--- src/rtl/ctrl_pkg.sv ---
// Shared definitions for the multicycle controller: state encoding,
// instruction opcodes and fault codes.
package ctrl_pkg;

    typedef enum logic [3:0] {
        FETCH    = 4'd0,
        DECODE   = 4'd1,
        MEMADR   = 4'd2,
        MEMREAD  = 4'd3,
        MEMWB    = 4'd4,
        MEMWRITE = 4'd5,
        EXECR    = 4'd6,
        EXECI    = 4'd7,
        ALUWB    = 4'd8,
        BEQ      = 4'd9,
        JAL      = 4'd10,
        ERROR    = 4'd11
    } state_t;

    localparam logic [6:0] OP_LW    = 7'b0000011;
    localparam logic [6:0] OP_SW    = 7'b0100011;
    localparam logic [6:0] OP_RTYPE = 7'b0110011;
    localparam logic [6:0] OP_ITYPE = 7'b0010011;
    localparam logic [6:0] OP_BEQ   = 7'b1100011;
    localparam logic [6:0] OP_JAL   = 7'b1101111;

    localparam logic [1:0] FAULT_NONE    = 2'b00;
    localparam logic [1:0] FAULT_TIMEOUT = 2'b01;
    localparam logic [1:0] FAULT_ILLEGAL = 2'b10;

    // States that stall on the memory handshake and are guarded by the wait timer.
    function automatic logic is_mem_wait(input state_t s);
        return (s == FETCH) || (s == MEMREAD) || (s == MEMWRITE);
    endfunction

endpackage

--- src/rtl/wait_timer.sv ---
// Saturating counter of consecutive memory-wait cycles. expired flags the
// LIMIT-th consecutive low cycle so the FSM can abandon the access.
module wait_timer #(
    parameter int LIMIT = 255
) (
    input  logic clk,
    input  logic reset_n,
    input  logic clear,
    input  logic count,
    output logic expired
);

    localparam int W = $clog2(LIMIT + 1);

    logic [W-1:0] cnt_q;

    // Clear has priority; otherwise count up and stick at LIMIT.
    always_ff @(posedge clk or negedge reset_n) begin
        if (!reset_n) begin
            cnt_q <= '0;
        end else if (clear) begin
            cnt_q <= '0;
        end else if (count && (cnt_q != W'(LIMIT))) begin
            cnt_q <= cnt_q + W'(1);
        end
    end

    // This cycle would be the LIMIT-th consecutive wait with no completion.
    assign expired = count && (cnt_q >= W'(LIMIT - 1));

endmodule

--- src/rtl/multicycle_controller.sv ---
// Moore control FSM for a multicycle RISC-V style datapath (lw, sw, R, I,
// beq, jal) with a memory-wait watchdog and sticky fault reporting.
module multicycle_controller
    import ctrl_pkg::*;
#(
    parameter int WAIT_LIMIT = 255
) (
    input  logic       clk,
    input  logic       reset_n,
    input  logic [6:0] opcode,
    input  logic       zero,
    input  logic       mem_ready,
    output logic       pc_write,
    output logic       ir_write,
    output logic       reg_write,
    output logic       mem_write,
    output logic       adr_src,
    output logic [1:0] result_src,
    output logic [1:0] alu_src_a,
    output logic [1:0] alu_src_b,
    output logic [1:0] alu_op,
    output logic [1:0] fault,
    output logic [3:0] state_dbg
);

    state_t state_q;
    logic   in_wait;
    logic   wt_clear;
    logic   wt_count;
    logic   wt_expired;

    // Counter is held at zero outside wait states, so every entry starts fresh.
    assign in_wait  = is_mem_wait(state_q);
    assign wt_clear = !in_wait || mem_ready;
    assign wt_count = in_wait && !mem_ready;

    wait_timer #(.LIMIT(WAIT_LIMIT)) u_wait_timer (
        .clk     (clk),
        .reset_n (reset_n),
        .clear   (wt_clear),
        .count   (wt_count),
        .expired (wt_expired)
    );

    assign state_dbg = state_q;

    // State sequencing plus sticky fault code, both cleared only by reset.
    always_ff @(posedge clk or negedge reset_n) begin
        if (!reset_n) begin
            state_q <= FETCH;
            fault   <= FAULT_NONE;
        end else begin
            case (state_q)
                FETCH: begin
                    if (mem_ready) begin
                        state_q <= DECODE;
                    end else if (wt_expired) begin
                        state_q <= ERROR;
                        fault   <= FAULT_TIMEOUT;
                    end
                end
                DECODE: begin
                    case (opcode)
                        OP_LW, OP_SW: state_q <= MEMADR;
                        OP_RTYPE:     state_q <= EXECR;
                        OP_ITYPE:     state_q <= EXECI;
                        OP_BEQ:       state_q <= BEQ;
                        OP_JAL:       state_q <= JAL;
                        default: begin
                            state_q <= ERROR;
                            fault   <= FAULT_ILLEGAL;
                        end
                    endcase
                end
                MEMADR:  state_q <= (opcode == OP_SW) ? MEMWRITE : MEMREAD;
                MEMREAD: begin
                    if (mem_ready) begin
                        state_q <= MEMWB;
                    end else if (wt_expired) begin
                        state_q <= ERROR;
                        fault   <= FAULT_TIMEOUT;
                    end
                end
                MEMWB:   state_q <= FETCH;
                MEMWRITE: begin
                    if (mem_ready) begin
                        state_q <= FETCH;
                    end else if (wt_expired) begin
                        state_q <= ERROR;
                        fault   <= FAULT_TIMEOUT;
                    end
                end
                EXECR, EXECI: state_q <= ALUWB;
                ALUWB:   state_q <= FETCH;
                BEQ:     state_q <= FETCH;
                JAL:     state_q <= ALUWB;
                ERROR:   state_q <= ERROR;
                default: state_q <= ERROR;
            endcase
        end
    end

    // Output decode from the state register; FETCH enables follow mem_ready
    // and the branch PC enable follows zero.
    always_comb begin
        pc_write   = 1'b0;
        ir_write   = 1'b0;
        reg_write  = 1'b0;
        mem_write  = 1'b0;
        adr_src    = 1'b0;
        result_src = 2'b00;
        alu_src_a  = 2'b00;
        alu_src_b  = 2'b00;
        alu_op     = 2'b00;
        case (state_q)
            FETCH: begin
                alu_src_b  = 2'b10;
                result_src = 2'b10;
                ir_write   = mem_ready;
                pc_write   = mem_ready;
            end
            DECODE: begin
                alu_src_a = 2'b01;
                alu_src_b = 2'b01;
            end
            MEMADR: begin
                alu_src_a = 2'b10;
                alu_src_b = 2'b01;
            end
            MEMREAD: adr_src = 1'b1;
            MEMWB: begin
                result_src = 2'b01;
                reg_write  = 1'b1;
            end
            MEMWRITE: begin
                adr_src   = 1'b1;
                mem_write = 1'b1;
            end
            EXECR: begin
                alu_src_a = 2'b10;
                alu_op    = 2'b10;
            end
            EXECI: begin
                alu_src_a = 2'b10;
                alu_src_b = 2'b01;
                alu_op    = 2'b10;
            end
            ALUWB: reg_write = 1'b1;
            BEQ: begin
                alu_src_a = 2'b10;
                alu_op    = 2'b01;
                pc_write  = zero;
            end
            JAL: begin
                alu_src_a = 2'b01;
                alu_src_b = 2'b10;
                pc_write  = 1'b1;
            end
            default: ;
        endcase
    end

endmodule
--- config.mk ---
export PLATFORM = sky130hd
export DESIGN_NAME = multicycle_controller
export DESIGN_NICKNAME = d
export VERILOG_FILES = /design/src/rtl/ctrl_pkg.sv /design/src/rtl/wait_timer.sv /design/src/rtl/multicycle_controller.sv
export SDC_FILE = /design/constraint.sdc
export NUM_CORES = 1
export LEC_CHECK = 0
export ABC_AREA = 1
export CORE_MARGIN = 3
export CORE_UTILIZATION = 43
export DETAILED_ROUTE_END_ITERATION = 8
export PLACE_DENSITY = 0.76
export SLEW_MARGIN = 5
export SYNTH_ARGS = -nofsm -noshare
export SYNTH_HDL_FRONTEND = slang
export SYNTH_SLANG_ARGS = --single-unit
export TNS_END_PERCENT = 5
--- constraint.sdc ---
create_clock -name clk -period 1.5 [get_ports clk]
set_clock_uncertainty 0.15 [all_clocks]
set_input_delay 0.3 -clock clk [delete_from_list [all_inputs] [get_ports clk]]
set_output_delay 0.3 -clock clk [all_outputs]
set_load 0.02 [all_outputs]
==> metrics list <==
- The final count of hold timing violations came to 0.
- The worst register-to-register path begins at state_dbg[2]$_DFF_PN0_.
* Final-layout worst hold slack: 0.171 ns
- Commonest cells after routing, fill and taps aside: 39 x sky130_fd_sc_hd__nand2_1, 38 x sky130_fd_sc_hd__buf_4, 21 x sky130_fd_sc_hd__inv_1
* Global routing met3 resource utilization: 3.48%
* Number of antenna violations at the first check in global routing: 0
* Maximum vdd ir drop: 0.000488 V
- For this design the ratio of total power to cell area is 410 nW/um^2.
* Number of antenna diodes: 0
* Via-per-instance ratio: 5.01
* Start point of the critical path: state_dbg[3]$_DFF_PN0_
- After clock tree synthesis, the setup repair step added 0 buffers.
- STA classifies the critical path endpoint as an output port.
- Before antenna repair, the detailed router went through 4 iterations.
* TritonCTS buffer count: 3
* Worst setup timing slack at the placement stage: -0.584 ns
- Summing internal, switching and leakage power gives 0.000711 W.
- The worst pin sits at a relative slew slack of 79.3%.
- Number of global-route vias before repair: 1345
- Wire length of the first global-routing pass: 5730 um
- Floorplan core area: 2300 um^2
- CTS tree: built
* H-tree depth: 1
- In this run the cell area measured after placement is 1700 um^2.
- DRC Markers: 0
* Fraction of met1 tracks used by global routing: 27.1%
* Worst Setup Start Kind: flip-flop
- Global routing consumed, over all layers together, 22.4% of the routing resources.
- I/O Buffers: 29
* Remaining antenna violation count after routing: 0
- Dividing the detail-routed wire length by the instance count gives 12.8 um.
- Fillcell total: 182
- Data on the critical path arrives at its endpoint at 1.43 ns.
- The multi-input combinational cells in the finished layout cover a total of 673 um^2.
- Avg Inst Size Synth: 6.65 um^2
- Post-layout instance count excluding filler cells: 256
* Nets: 242
- Largest net degree at the start of global routing: 15
- In the global route stage, met2 resource usage came out at 41.9%.
- For this run, the top clock speed supported by timing is 533 MHz.
* Worst setup slack after layout: -0.377 ns
- Floorplan die height: 56.1 um
* Combined flip-flop and latch cell area: 355 um^2
* Synth Net Count: 175
- The tree is rooted in a sky130_fd_sc_hd__clkbuf_4.
- Most common cell after layout, fill and taps aside: sky130_fd_sc_hd__nand2_1
- Starting density of the core: 46.9%
- Share of the cycle needed by the critical path after routing: 125%
- Flops & latches, synth: 14
- During synthesis, Yosys emitted a total of 0 warnings.
- Clock Pin Slew Worst Setup and Hold Paths: 0.09 ns
- In this run the count of I/O pins placed on the die edge is 30.
- With fillers left out, the area of the finished cells amounts to 1740 um^2.
- Number of instances in the placed design: 252
- RePlAce Congestion: 0.839
* Maximum fanout count along the critical path: 4
- Relative to the synthesized area, the layout overhead comes to 61.1%.
* Synth unique cells: 24
- Later-pin clock latency in the skew report: 0.28 ns
- CP Data Required Time: 1.05 ns
- The mapped netlist covers 1080 um^2.
- At the pin with the least slew margin, the transition time is 0.310 ns.
* Worst setup path category: flip-flop to output port
* Busiest metal layer after global routing: met2
- The initialized floorplan defines 17 standard-cell rows.
* Leakage: 0.869 nW
- Buffers inserted to repair hold after CTS numbered 0.
* Die Area: 3140 um^2
* Violated checks: negative setup slack
* Seq/Total Area, Yosys: 32.5%
- Remaining global-route overflow: 0
- After technology mapping, the gate count stands at 162.
- Detail Placement HPWL: 2810 um
- Cells with a size suffix above 1 make up 40.4% of the layout.
- Final setup violation count: 27
- In this run the worst hold path is classified as input port to asynchronous set/reset pin.
- Status: finished, violations left
- Routed Wire Length: 3270 um
- Setup repair after global routing could not meet its margin everywhere.
* Min Tclk post-route: 1.88 ns
- The number of slew-limit violations in the final report is 0.
* Iter 0 DRT Violations: 42
* Max-capacitance violation count: 0
* Number of vias after detailed routing: 1283
* Sink Count: 14
- Number of buffers between clock root and the deepest sink: 2
- Floorplan die width: 56.1 um
-- worst paths after layout --
kind | endpoint | slack (ns) | cells past startpoint
worst max-delay path | pc_write | -0.38 | 6
worst min-delay path | u_wait_timer.cnt_q[7]$_DFFE_PN0P_ | 0.17 | 2
worst max register to register | u_wait_timer.cnt_q[1]$_DFFE_PN0P_ | -0.18 | 9
worst min register to register | fault[0]$_DFFE_PN0P_ | 0.34 | 2
max in group asynchronous | state_dbg[1]$_DFF_PN0_ | 0.84 | 2
min in group clk | fault[0]$_DFFE_PN0P_ | 0.34 | 2
-- layout make-up --
class / count / share of cell area [%]
multi-input cells: 116 / 38.8
flip-flops and latches: 14 / 20.5
clock buffers: 4 / 2.09
inverters: 32 / 7.21
well taps: 28 / 2.02
repair buffers: 62 / 29.4
-- layer usage --
layer | vias up | share of wire [%]
met5 | - | 0
met4 | 0 | 0.58
met3 | 4 | 2.9
met2 | 24 | 54
met1 | 609 | 43
li1 | 646 | -
-- worst max-delay path, stage by stage, from the launching register on --
cell and delay (ns):
sky130_fd_sc_hd__dfrtp_2 0.46, sky130_fd_sc_hd__inv_2 0.07, sky130_fd_sc_hd__nor2_1 0.04, sky130_fd_sc_hd__inv_2 0.13, sky130_fd_sc_hd__nor2_4 0.06, sky130_fd_sc_hd__a211o_1 0.26, sky130_fd_sc_hd__buf_6 0.13
-- cell usage after synthesis --
master                     count  share of area [%]
sky130_fd_sc_hd__inv_1        28                9.8
sky130_fd_sc_hd__ha_1          2                2.3
sky130_fd_sc_hd__nand2_4       1                1.0
sky130_fd_sc_hd__nor2_4        3                3.1
sky130_fd_sc_hd__nor2_1       19                6.6
sky130_fd_sc_hd__a211o_1       1               0.81
sky130_fd_sc_hd__nor3_1        3                1.4
sky130_fd_sc_hd__nand3_2       4                3.7
sky130_fd_sc_hd__nand2_1      40                 14
sky130_fd_sc_hd__nand2_2       2                1.2
sky130_fd_sc_hd__xnor2_1       1               0.81
sky130_fd_sc_hd__inv_4         1               0.58
sky130_fd_sc_hd__o21bai_1      2                1.4
sky130_fd_sc_hd__nand4_1       2                1.2
sky130_fd_sc_hd__nand3_1      12                5.6
sky130_fd_sc_hd__xor2_1        1               0.81
sky130_fd_sc_hd__o21ai_1       2               0.93
sky130_fd_sc_hd__inv_2         3                1.0
sky130_fd_sc_hd__o21ai_0       4                1.9
sky130_fd_sc_hd__a21oi_1       8                3.7
sky130_fd_sc_hd__nor2_2        5                2.9
sky130_fd_sc_hd__o211ai_1      3                2.1
sky130_fd_sc_hd__dfrtp_1      14                 33
sky130_fd_sc_hd__a211oi_1      1               0.70
-- report_power, final --
group / internal, W / total [W] / switching [W]
logic: 0.0000385 / 0.0000703 / 0.0000318
registers: 0.000377 / 0.000377 / 0
clock network: 0.000148 / 0.000264 / 0.000116
-- cells by family after synthesis --
group / synth area share, %
compound gates: 11.5
simple gates: 40.6
flops: 32.5
buf+inv: 11.4
fa+ha+maj: 2.32
xor+xnor: 1.63
-- flip-flops by register name (all words and copies together) (netlist names) --
| register | count |
|---|---|
| u_wait_timer.cnt_q | 8 |
| state_dbg | 4 |
| fault | 2 |
-- timing repair --
| action | 4_1_cts | 5_1_grt |
|---|---|---|
| gates resized for setup | 84 | 10 |
| gates cloned | 0 | 0 |
| pin swaps | 5 | 3 |
| endpoints found under the setup margin | 33 | 30 |
-- through the flow --
stage | setup TNS, ns | utilization [%]
floorplan | -0.273 | -
detailed placement | -8.27 | 73.9
global route | -6.98 | 75.5
CTS | -4.98 | 74.9
global placement | -7.18 | 73.9
finish | -4.57 | 75.5
No activity file was read; power rests on OpenSTA's default activity.
